===== config.mk =====
export PLATFORM = sky130hd
export DESIGN_NAME = mem_stage_lsu
export DESIGN_NICKNAME = d
export VERILOG_FILES = /design/src/rtl/mem_stage_lsu_pkg.sv /design/src/rtl/mem_stage_lsu_align.sv /design/src/rtl/mem_stage_lsu.sv
export SDC_FILE = /design/constraint.sdc
export NUM_CORES = 1
export LEC_CHECK = 0
export ABC_AREA = 1
export ABC_CLOCK_PERIOD_IN_PS = 4000
export CORE_ASPECT_RATIO = 0.7
export CORE_MARGIN = 5
export CORE_UTILIZATION = 35
export DETAILED_ROUTE_END_ITERATION = 16
export PLACE_DENSITY = 0.7
export REMOVE_ABC_BUFFERS = 1
export SLEW_MARGIN = 10
export SYNTH_ARGS = -nofsm -noshare
export SYNTH_HDL_FRONTEND = slang
export SYNTH_SLANG_ARGS = --single-unit

===== constraint.sdc =====
create_clock -name clk -period 4 [get_ports clk]
set_input_delay 0.8 -clock clk [delete_from_list [all_inputs] [get_ports clk]]
set_output_delay 0.8 -clock clk [all_outputs]
set_load 0.005 [all_outputs]

===== src/rtl/mem_stage_lsu_pkg.sv =====
// Shared types and helpers for the MEM-stage load/store unit: memory-op codes,
// FSM state codes and op classification / alignment helpers.
package mem_stage_lsu_pkg;

  typedef enum logic [3:0] {
    MEM_OP_NONE = 4'd0,
    MEM_OP_LB   = 4'd1,
    MEM_OP_LBU  = 4'd2,
    MEM_OP_LH   = 4'd3,
    MEM_OP_LHU  = 4'd4,
    MEM_OP_LW   = 4'd5,
    MEM_OP_SB   = 4'd6,
    MEM_OP_SH   = 4'd7,
    MEM_OP_SW   = 4'd8
  } mem_op_e;

  typedef enum logic [2:0] {
    ST_IDLE  = 3'd0,
    ST_REQ   = 3'd1,
    ST_WAIT  = 3'd2,
    ST_DONE  = 3'd3,
    ST_DRAIN = 3'd4
  } lsu_state_e;

  function automatic logic is_load(input logic [3:0] op);
    logic r;
    case (op)
      MEM_OP_LB, MEM_OP_LBU, MEM_OP_LH, MEM_OP_LHU, MEM_OP_LW: r = 1'b1;
      default: r = 1'b0;
    endcase
    return r;
  endfunction

  function automatic logic is_store(input logic [3:0] op);
    logic r;
    case (op)
      MEM_OP_SB, MEM_OP_SH, MEM_OP_SW: r = 1'b1;
      default: r = 1'b0;
    endcase
    return r;
  endfunction

  function automatic logic is_mem(input logic [3:0] op);
    return is_load(op) | is_store(op);
  endfunction

  // Word accesses need addr[1:0] == 0, halfword accesses need addr[0] == 0.
  function automatic logic misaligned(input logic [3:0] op, input logic [1:0] lo);
    logic r;
    case (op)
      MEM_OP_LW, MEM_OP_SW:              r = (lo != 2'b00);
      MEM_OP_LH, MEM_OP_LHU, MEM_OP_SH:  r = lo[0];
      default:                           r = 1'b0;
    endcase
    return r;
  endfunction

endpackage


===== src/rtl/mem_stage_lsu_align.sv =====
// Byte-lane steering for the LSU: store byte enables / replicated write data,
// load lane extraction with sign/zero extension, and the misalignment flag.
module lsu_align
  import mem_stage_lsu_pkg::*;
(
  input  logic [3:0]  op_i,
  input  logic [1:0]  addr_lo_i,
  input  logic [31:0] store_data_i,
  input  logic [31:0] rdata_i,
  output logic [3:0]  be_o,
  output logic [31:0] wdata_o,
  output logic [31:0] load_data_o,
  output logic        misaligned_o
);

  logic [7:0]  byte_s;
  logic [15:0] half_s;

  assign byte_s       = rdata_i[{addr_lo_i, 3'b000} +: 8];
  assign half_s       = rdata_i[{addr_lo_i[1], 4'b0000} +: 16];
  assign misaligned_o = misaligned(op_i, addr_lo_i);

  always_comb begin
    be_o    = 4'b1111;
    wdata_o = 32'd0;
    case (op_i)
      MEM_OP_SB: begin
        be_o    = 4'b0001 << addr_lo_i;
        wdata_o = {4{store_data_i[7:0]}};
      end
      MEM_OP_SH: begin
        be_o    = 4'b0011 << addr_lo_i;
        wdata_o = {2{store_data_i[15:0]}};
      end
      MEM_OP_SW: begin
        be_o    = 4'b1111;
        wdata_o = store_data_i;
      end
      default: begin
        be_o    = 4'b1111;
        wdata_o = 32'd0;
      end
    endcase
  end

  always_comb begin
    load_data_o = 32'd0;
    case (op_i)
      MEM_OP_LB:  load_data_o = {{24{byte_s[7]}}, byte_s};
      MEM_OP_LBU: load_data_o = {24'd0, byte_s};
      MEM_OP_LH:  load_data_o = {{16{half_s[15]}}, half_s};
      MEM_OP_LHU: load_data_o = {16'd0, half_s};
      MEM_OP_LW:  load_data_o = rdata_i;
      default:    load_data_o = 32'd0;
    endcase
  end

endmodule


===== src/rtl/mem_stage_lsu.sv =====
// MEM pipeline stage with a load/store unit driving a request/grant/response
// data-memory port; stalls the pipeline while an access is outstanding.
module mem_stage_lsu
  import mem_stage_lsu_pkg::*;
#(
  parameter int PC_W   = 32,
  parameter int ADDR_W = 32,
  parameter int RF_AW  = 5,
  parameter int HILO_W = 66
) (
  input  logic              clk,
  input  logic              rst,
  input  logic              hold,
  input  logic              flush,
  input  logic              ex_valid,
  input  logic [PC_W-1:0]   ex_pc,
  input  logic [3:0]        ex_mem_op,
  input  logic              ex_rf_we,
  input  logic [RF_AW-1:0]  ex_rf_waddr,
  input  logic [31:0]       ex_result,
  input  logic [31:0]       ex_store_data,
  input  logic [HILO_W-1:0] ex_hilo,
  output logic              dmem_req,
  output logic              dmem_wr,
  output logic [3:0]        dmem_be,
  output logic [ADDR_W-1:0] dmem_addr,
  output logic [31:0]       dmem_wdata,
  input  logic              dmem_gnt,
  input  logic              dmem_rvalid,
  input  logic [31:0]       dmem_rdata,
  output logic              stall_req,
  output logic              wb_valid,
  output logic [PC_W-1:0]   wb_pc,
  output logic              wb_rf_we,
  output logic [RF_AW-1:0]  wb_rf_waddr,
  output logic [31:0]       wb_rf_wdata,
  output logic [HILO_W-1:0] wb_hilo,
  output logic              fwd_we,
  output logic [RF_AW-1:0]  fwd_waddr,
  output logic [31:0]       fwd_wdata,
  output logic              fwd_load_pending,
  output logic              exc_adel,
  output logic              exc_ades,
  output logic [ADDR_W-1:0] exc_badvaddr
);

  logic              valid_q;
  logic [PC_W-1:0]   pc_q;
  logic [3:0]        op_q;
  logic              rf_we_q;
  logic [RF_AW-1:0]  waddr_q;
  logic [31:0]       result_q;
  logic [31:0]       sdata_q;
  logic [HILO_W-1:0] hilo_q;
  logic [31:0]       ldata_q, ldata_d;
  lsu_state_e        state_q, state_d;

  logic [3:0]  align_be_s;
  logic [31:0] align_wdata_s;
  logic [31:0] align_ldata_s;
  logic        align_mis_s;
  logic        cur_mem_s, cur_load_s, cur_store_s, cur_mis_s;
  logic        cap_mem_s, cap_mis_s;
  lsu_state_e  cap_next_s, pend_next_s;
  logic        req_s, complete_s, exc_s;

  lsu_align u_align (
    .op_i         (op_q),
    .addr_lo_i    (result_q[1:0]),
    .store_data_i (sdata_q),
    .rdata_i      (dmem_rdata),
    .be_o         (align_be_s),
    .wdata_o      (align_wdata_s),
    .load_data_o  (align_ldata_s),
    .misaligned_o (align_mis_s)
  );

  // Stage input register; a capture with ex_valid low loads a bubble.
  always_ff @(posedge clk) begin
    if (rst || flush || (!hold && !ex_valid)) begin
      valid_q  <= 1'b0;
      pc_q     <= '0;
      op_q     <= MEM_OP_NONE;
      rf_we_q  <= 1'b0;
      waddr_q  <= '0;
      result_q <= 32'd0;
      sdata_q  <= 32'd0;
      hilo_q   <= '0;
    end else if (!hold) begin
      valid_q  <= 1'b1;
      pc_q     <= ex_pc;
      op_q     <= ex_mem_op;
      rf_we_q  <= ex_rf_we;
      waddr_q  <= ex_rf_waddr;
      result_q <= ex_result;
      sdata_q  <= ex_store_data;
      hilo_q   <= ex_hilo;
    end
  end

  always_ff @(posedge clk) begin
    if (rst) begin
      state_q <= ST_IDLE;
      ldata_q <= 32'd0;
    end else begin
      state_q <= state_d;
      ldata_q <= ldata_d;
    end
  end

  // Where an op goes once it is in the register: straight to REQ, or to DONE
  // when misaligned so it never touches memory.
  assign cap_mem_s   = ex_valid & is_mem(ex_mem_op);
  assign cap_mis_s   = misaligned(ex_mem_op, ex_result[1:0]);
  assign cap_next_s  = cap_mem_s ? (cap_mis_s ? ST_DONE : ST_REQ) : ST_IDLE;
  assign cur_mem_s   = valid_q & is_mem(op_q);
  assign cur_load_s  = valid_q & is_load(op_q);
  assign cur_store_s = valid_q & is_store(op_q);
  assign cur_mis_s   = valid_q & align_mis_s;
  assign pend_next_s = cur_mem_s ? (cur_mis_s ? ST_DONE : ST_REQ) : ST_IDLE;

  always_comb begin
    state_d = state_q;
    ldata_d = ldata_q;
    case (state_q)
      ST_IDLE, ST_DONE: begin
        if (flush)      state_d = ST_IDLE;
        else if (!hold) state_d = cap_next_s;
        else            state_d = state_q;
      end
      ST_REQ: begin
        if (dmem_gnt) begin
          if (cur_load_s) state_d = flush ? ST_DRAIN : ST_WAIT;
          else            state_d = flush ? ST_IDLE : ST_DONE;
        end else if (flush) begin
          state_d = ST_IDLE;
        end else begin
          state_d = ST_REQ;
        end
      end
      ST_WAIT: begin
        if (dmem_rvalid) begin
          if (flush) begin
            state_d = ST_IDLE;
          end else begin
            state_d = ST_DONE;
            ldata_d = align_ldata_s;
          end
        end else if (flush) begin
          state_d = ST_DRAIN;
        end else begin
          state_d = ST_WAIT;
        end
      end
      // The orphaned response is swallowed here; an op captured meanwhile
      // starts only once it has gone by.
      ST_DRAIN: begin
        if (!dmem_rvalid) state_d = ST_DRAIN;
        else if (flush)   state_d = ST_IDLE;
        else if (!hold)   state_d = cap_next_s;
        else              state_d = pend_next_s;
      end
      default: state_d = ST_IDLE;
    endcase
  end

  assign req_s      = (state_q == ST_REQ) & cur_mem_s;
  assign dmem_req   = req_s;
  assign dmem_wr    = req_s & cur_store_s;
  assign dmem_be    = req_s ? align_be_s : 4'b0000;
  assign dmem_addr  = req_s ? {result_q[ADDR_W-1:2], 2'b00} : '0;
  assign dmem_wdata = (req_s & cur_store_s) ? align_wdata_s : 32'd0;

  assign stall_req = cur_mem_s & ((state_q == ST_REQ) | (state_q == ST_WAIT) |
                                  (state_q == ST_DRAIN));

  assign complete_s  = valid_q & ((op_q == MEM_OP_NONE) | (state_q == ST_DONE));
  assign exc_s       = complete_s & cur_mis_s;
  assign wb_valid    = complete_s;
  assign wb_pc       = pc_q;
  assign wb_rf_we    = rf_we_q & complete_s & ~exc_s;
  assign wb_rf_waddr = waddr_q;
  assign wb_rf_wdata = is_load(op_q) ? ldata_q : result_q;
  assign wb_hilo     = complete_s ? hilo_q : '0;

  assign fwd_we           = wb_rf_we;
  assign fwd_waddr        = wb_rf_waddr;
  assign fwd_wdata        = wb_rf_wdata;
  assign fwd_load_pending = cur_load_s & (state_q != ST_DONE);

  assign exc_adel     = exc_s & is_load(op_q);
  assign exc_ades     = exc_s & is_store(op_q);
  assign exc_badvaddr = exc_s ? result_q[ADDR_W-1:0] : '0;

endmodule

==> impl_metrics.csv, run 1 <==
group,metric,value,unit
synth,avgSynthCellArea,6.41,sq um
cells_and_area,layout-drive-gt1-share,0.0409,
worst_setup_path,end_kind,"primary output",
clock_tree,cts_resized,0,
route,drtPass1Iterations,5,
clock_tree,numCtsBuffers,23,
die,start_util,0.356,
synth,yosys_warnings,0,
synth,synth_top_area_share,0.405,
clock_tree,clock_latency,0.51,ns
synth,yosysMostFrequentCell,"nand2_1",
place,place_area,15100,sq um
clock_tree,clk_pin_slew,0.06,ns
worst_setup_path,critPathRequiredTime,3.20,ns
power_and_ir_drop,p_int,3650,uW
grt,grt_pass1_vias,11200,
timing,setup-violations-final,0,
timing,tightest_slew,0.978,ns
timing,slew_violations,0,
cells_and_area,utilization,0.547,
cells_and_area,fin_area,15800,sq um
place,port_buffers,489,
power_and_ir_drop,p_total,4820,uW
die,design.die.area,32900,sq um
power_and_ir_drop,leakagePower,0.00574,uW
synth,synth_commonest_cells,"501 x nand2_1, 214 x a21oi_1, 208 x dfxtp_1, 189 x nor2_1, 150 x inv_1",
worst_setup_path,arrival,2.93,ns
grt,globalRouteOverflowTotal,0,
timing,fmax,268,MHz
place,finalWeightedCongestion,0.901,
clock_tree,htree_num_levels,1,
hold_path,hp-class,"register to register",
power_and_ir_drop,clkPwrFrac,0.433,
power_and_ir_drop,peakVddDrop,0.000228,V
run_status,status,"completed",
route,drt_wl_total,40.5,mm
power_and_ir_drop,seqPwrFrac,0.446,
worst_setup_path,worstPathCellList,"inv_2 > nor2_2 > nand2_1 > buf_4 > clkinv_1 > o21ai_2 > nor2_4 > buf_6 > nand2_1 > o21ai_0 > clkdlybuf4s50_1",
die,die_h,153,microns
synth,synth_top_cell_by_area,"dfxtp_1",
timing,rsz0062_at_grt,"no",
grt,grt_first_pass_wirelength,62.6,mm
worst_setup_path,startpoint_type,"register",
power_and_ir_drop,power_frac_comb,0.121,
grt,grt_max_degree,114,
route,drcViolationCount,0,
timing,fin_crit_sh,0.933,
synth,async_flop_share,0,
timing,fin_skew,0.0153,ns
timing,setup_ws,0.269,ns
route,routedWlPerCell,17.0,microns
timing,period_needed,3.73,ns
synth,synth_seq_cells,208,
route,antenna_left,0,
worst_setup_path,crit_slowest_cell,"clkdlybuf4s50_1",
clock_tree,clk_path_buf_depth,3,
timing,timing.setup.tns,0,ns
clock_tree,cts-root-buf,"clkbuf_16",
clock_tree,cts_tree,"done",
power_and_ir_drop,p_per_area,305,nW/um^2
timing,maxSlewHeadroom,0.347,
route,vias,11500,
hold_path,whs_path_depth,2,
synth,synth_edf_count,0,
timing,hold_viol,0,
place,pre_cts_ws,0.705,ns
power_and_ir_drop,p_sw_frac,0.243,
worst_setup_path,cp_max_fo,41,
route,viasPerCell,4.84,
grt,antenna_found_initial,2,
grt,grt.total_usage,0.231,
cells_and_area,nets,2203,
synth,syn_area,10300,sq um
synth,synth_cells,1602,
die,ios,492,
synth,synth_ff_type,"dfxtp_1",
worst_setup_path,worstSetupPathType,"register to primary output",
place,dp_hpwl,29.9,mm
die,core,28900,sq um
cells_and_area,syn2layout_area_growth,53.7,%
die,dieWidth,215,microns
clock_tree,post-cts-setup-buffers,0,
die,rows,52,
synth,ys_top_cells_by_area,"dfxtp_1 41%, nand2_1 18%, a21oi_1 10%",
worst_setup_path,crit_top_cell,"nand2_1",
route,drt-initial-drc-count,868,
synth,synth.distinct_cells,33,
worst_setup_path,rr_worst_depth,9,
worst_setup_path,slowest_delay,0.53,ns
power_and_ir_drop,p_sw,1170,uW
clock_tree,cts_hold_buf,0,
clock_tree,cts_num_sinks,208,
synth,yosysSeqAreaShare,0.405,
run,maxCapViolations,0,
critical path: cells and delay by family (launching register included):
| kind | cells | cell delay, ns |
|---|---|---|
| flops | 1 | 0.38 |
| compound gates | 2 | 0.31 |
| buf+inv | 5 | 1.18 |
| simple gates | 4 | 0.57 |
power by group through the flow:
stage	registers [uW]	logic, uW	clock network [uW]
finish	2150	584	2080
global route	2150	639	2220
CTS	2150	587	2140
detailed placement	2190	585	0
global placement	2190	578	0
floorplan	2190	208	0
cells by family (layout without fill, tap and decap cells):
group | count (synthesis) | count (layout) | synth area share
flip-flops | 208 | 208 | 0.405
AND/OR/NAND/NOR | 759 | 759 | 0.292
buffers and inverters | 306 | 708 | 0.134
AO/OA/AOI/OAI | 328 | 328 | 0.168
other | 1 | 3 | 0.000365
path summary, 6_finish.rpt:
kind,from,endpoint,slack (ns)
setup / recovery,op_q[2],dmem_wdata[23],0.27
hold / removal,wb_pc[28],wb_pc[28],0.46
setup reg to reg,result_q[0],ldata_q[31],1.94
hold reg to reg,wb_pc[28],wb_pc[28],0.46
layout by cell type, fill, tap and decap left out, types with 3 or more instances in the layout:
master / Yosys / final
a21oi_1: 214 / 214
buf_12: 0 / 3
buf_4: 46 / 15
clkbuf_1: 50 / 6
clkbuf_16: 0 / 23
clkdlybuf4s50_1: 0 / 488
clkinv_2: 0 / 3
dfxtp_1: 208 / 208
inv_1: 150 / 150
inv_2: 10 / 9
inv_6: 0 / 3
nand2_1: 501 / 500
nand2_2: 8 / 9
nand3_1: 45 / 45
nor2_1: 189 / 189
nor2_2: 3 / 3
o211ai_1: 26 / 26
o21ai_0: 70 / 70
o21ai_1: 10 / 10
o31ai_1: 4 / 4
per-stage QoR:
step                std cells  hold slack (ns)
global placement         2345            0.451
global route             2383            0.477
finish                   2384            0.462
CTS                      2383            0.464
floorplan                1459            0.439
detailed placement       2345            0.454
routing by layer:
layer  vias to the layer above  global-route usage  wire [microns]
met5                         -                   0              21
met4                         4              0.0552            1080
met3                        71              0.0775            3620
met2                       451               0.386           18800
met1                      5279               0.289           17000
li1                       5738                   -               -
flip-flops by register name (all words and copies together) (netlist names):
| name | flops |
|---|---|
| fwd_waddr | 5 |
| hilo_q | 66 |
| ldata_q | 32 |
| op_q | 4 |
| result_q | 32 |
| rf_we_q | 1 |
| sdata_q | 32 |
| state_q | 3 |
| valid_q | 1 |
| wb_pc | 32 |
layout make-up:
type	instances	area, sq um
clock inverters	7	92.6
diodes	1	2.50
well taps	378	473
clock buffers	31	626
fillers	2858	13100
flip-flops and latches	208	4160
multi-input cells	1089	4740
repair buffers	508	5080
inverters	162	613
Note: power is estimated with default switching activity, not from simulation.
==> run 2, diff against run 1 <==
--- a/config.mk
+++ b/config.mk
@@ -6,13 +6,13 @@
 export NUM_CORES = 1
 export LEC_CHECK = 0
 export ABC_AREA = 1
-export ABC_CLOCK_PERIOD_IN_PS = 4000
 export CORE_ASPECT_RATIO = 0.7
 export CORE_MARGIN = 5
 export CORE_UTILIZATION = 35
 export DETAILED_ROUTE_END_ITERATION = 16
 export PLACE_DENSITY = 0.7
 export REMOVE_ABC_BUFFERS = 1
+export SETUP_SLACK_MARGIN = 0.1
 export SLEW_MARGIN = 10
 export SYNTH_ARGS = -nofsm -noshare
 export SYNTH_HDL_FRONTEND = slang
==> impl_metrics.csv, run 2 (synthesized netlist as in run 1, its figures left out) <==
group,metric,value,unit
grt,grt_first_pass_wirelength,62.6,mm
route,drt_wl_total,40.5,mm
power_and_ir_drop,leakagePower,0.00574,uW
clock_tree,cts_tree,"done",
die,core,28900,sq um
worst_setup_path,startpoint_type,"register",
route,routed.top_layer,"met5",
run_status,status,"completed",
timing,setup_ws,0.359,ns
cells_and_area,fillers,2854,
run,maxCapViolations,0,
cells_and_area,syn2layout_area_growth,53.8,%
place,dp.cells,2345,
route,drcViolationCount,0,
grt,antenna_found_initial,2,
timing,rsz0062_at_grt,"no",
timing,fmax,275,MHz
die,rows,52,
clock_tree,clock_latency,0.51,ns
clock_tree,cts_hold_buf,0,
timing,fin_skew,0.0152,ns
cells_and_area,mostFrequentLayoutCells,"500 x nand2_1, 488 x clkdlybuf4s50_1, 214 x a21oi_1",
hold_path,hp-class,"register to register",
route,met2_wirelength,18.8,mm
die,start_util,0.356,
place,dp_hpwl,29.9,mm
die,design.die.area,32900,sq um
power_and_ir_drop,peakVddDrop,0.000228,V
power_and_ir_drop,clkPwrFrac,0.433,
clock_tree,cts-root-buf,"clkbuf_16",
grt,grt.total_usage,0.231,
clock_tree,clk_pin_slew,0.06,ns
cells_and_area,final_cell_count_no_fill,2384,
timing,maxSlewHeadroom,0.348,
clock_tree,numCtsBuffers,23,
grt,globalRouteOverflowTotal,0,
place,pre_cts_ws,0.705,ns
die,dieWidth,215,microns
power_and_ir_drop,p_per_area,305,nW/um^2
power_and_ir_drop,power_frac_comb,0.121,
cells_and_area,fin_area,15800,sq um
power_and_ir_drop,p_int,3650,uW
route,viasPerCell,4.85,
grt,grt_pass1_vias,11200,
cells_and_area,multi_input_area,4740,sq um
route,dr_wl_met3,3.54,mm
cells_and_area,nets,2203,
clock_tree,clk_path_buf_depth,3,
place,port_buffers,489,
clock_tree,htree_num_levels,1,
timing,whs,0.462,ns
timing,fin_crit_sh,0.910,
cells_and_area,layout-drive-gt1-share,0.0409,
route,drtPass1Iterations,5,
cells_and_area,regArea,4160,sq um
worst_setup_path,end_kind,"primary output",
cells_and_area,final_common_cell,"nand2_1",
worst_setup_path,cp_max_fo,33,
timing,timing.setup.tns,0,ns
route,vias,11600,
timing,hold_viol,0,
route,wirelength_met1,17.1,mm
route,antenna_left,0,
timing,setup-violations-final,0,
cells_and_area,regMostFlops,"hilo_q",
die,ios,492,
die,die_h,153,microns
route,drt-initial-drc-count,800,
timing,slew_violations,0,
worst_setup_path,arrival,2.84,ns
grt,grt_max_degree,114,
clock_tree,cts_num_sinks,208,
place,place_area,15100,sq um
timing,tightest_slew,0.978,ns
power_and_ir_drop,seqPwrFrac,0.446,
power_and_ir_drop,p_sw_frac,0.243,
timing,period_needed,3.64,ns
power_and_ir_drop,p_sw,1170,uW
worst_setup_path,worstSetupPathType,"register to primary output",
cells_and_area,largest_reg_flops,66,
worst_setup_path,critPathRequiredTime,3.20,ns
place,finalWeightedCongestion,0.901,
route,routedWlPerCell,17.0,microns
-- run 2: cell count changes in the layout (fill, tap and decap cells not counted) --
cell	delta
buf_12	+1
buf_6	-1
inv_2	-1
inv_4	+1
-- run 2: worst paths after layout --
check	from	endpoint	slack [ns]	cells after the start
setup / recovery	op_q[1]	fwd_wdata[14]	0.36	6
hold / removal	wb_pc[8]	wb_pc[8]	0.46	2
setup reg to reg	result_q[0]	ldata_q[31]	1.95	9
hold reg to reg	wb_pc[8]	wb_pc[8]	0.46	2
-- run 2: layout make-up --
type	count	share of cell area
timing repair buffer	508	0.322
multi-input combinational	1089	0.300
sequential	208	0.264
clock buffer	31	0.0396
inverter	162	0.0390
tap	378	0.0299
clock inverter	7	0.00586
antenna	1	0.000158
-- run 2: critical path, cell delays in order, from the launching register on --
cell and delay (ns):
dfxtp_1 0.50, nor2_2 0.10, o21ai_0 0.23, nand3_2 0.21, buf_4 0.29, o21ai_0 0.37
clkdlybuf4s50_1 0.63
-- run 2: what timing repair did --
action,CTS,global route
gates resized for setup,0,5
setup buffers,0,0
setup endpoints to repair,0,24
-- run 2: per-stage QoR --
stage | utilization | power, uW
floorplan | - | 2400
global placement | 0.522 | 2770
detailed placement | 0.522 | 2780
CTS | 0.546 | 4880
global route | 0.547 | 5020
finish | 0.547 | 4810
-- run 2: power groups by stage --
stage / Combinational [uW] / Sequential, uW / Clock, uW
after CTS: 587 / 2150 / 2140
after global routing: 639 / 2150 / 2220
after global placement: 578 / 2190 / 0
after detailed placement: 585 / 2190 / 0
after floorplan: 208 / 2190 / 0
final: 584 / 2150 / 2080
-- run 2: layer usage --
layer | vias up | global-route usage
li1 | 5737 | -
met1 | 5308 | 0.289
met2 | 440 | 0.386
met3 | 71 | 0.0775
met4 | 4 | 0.0552
met5 | - | 0
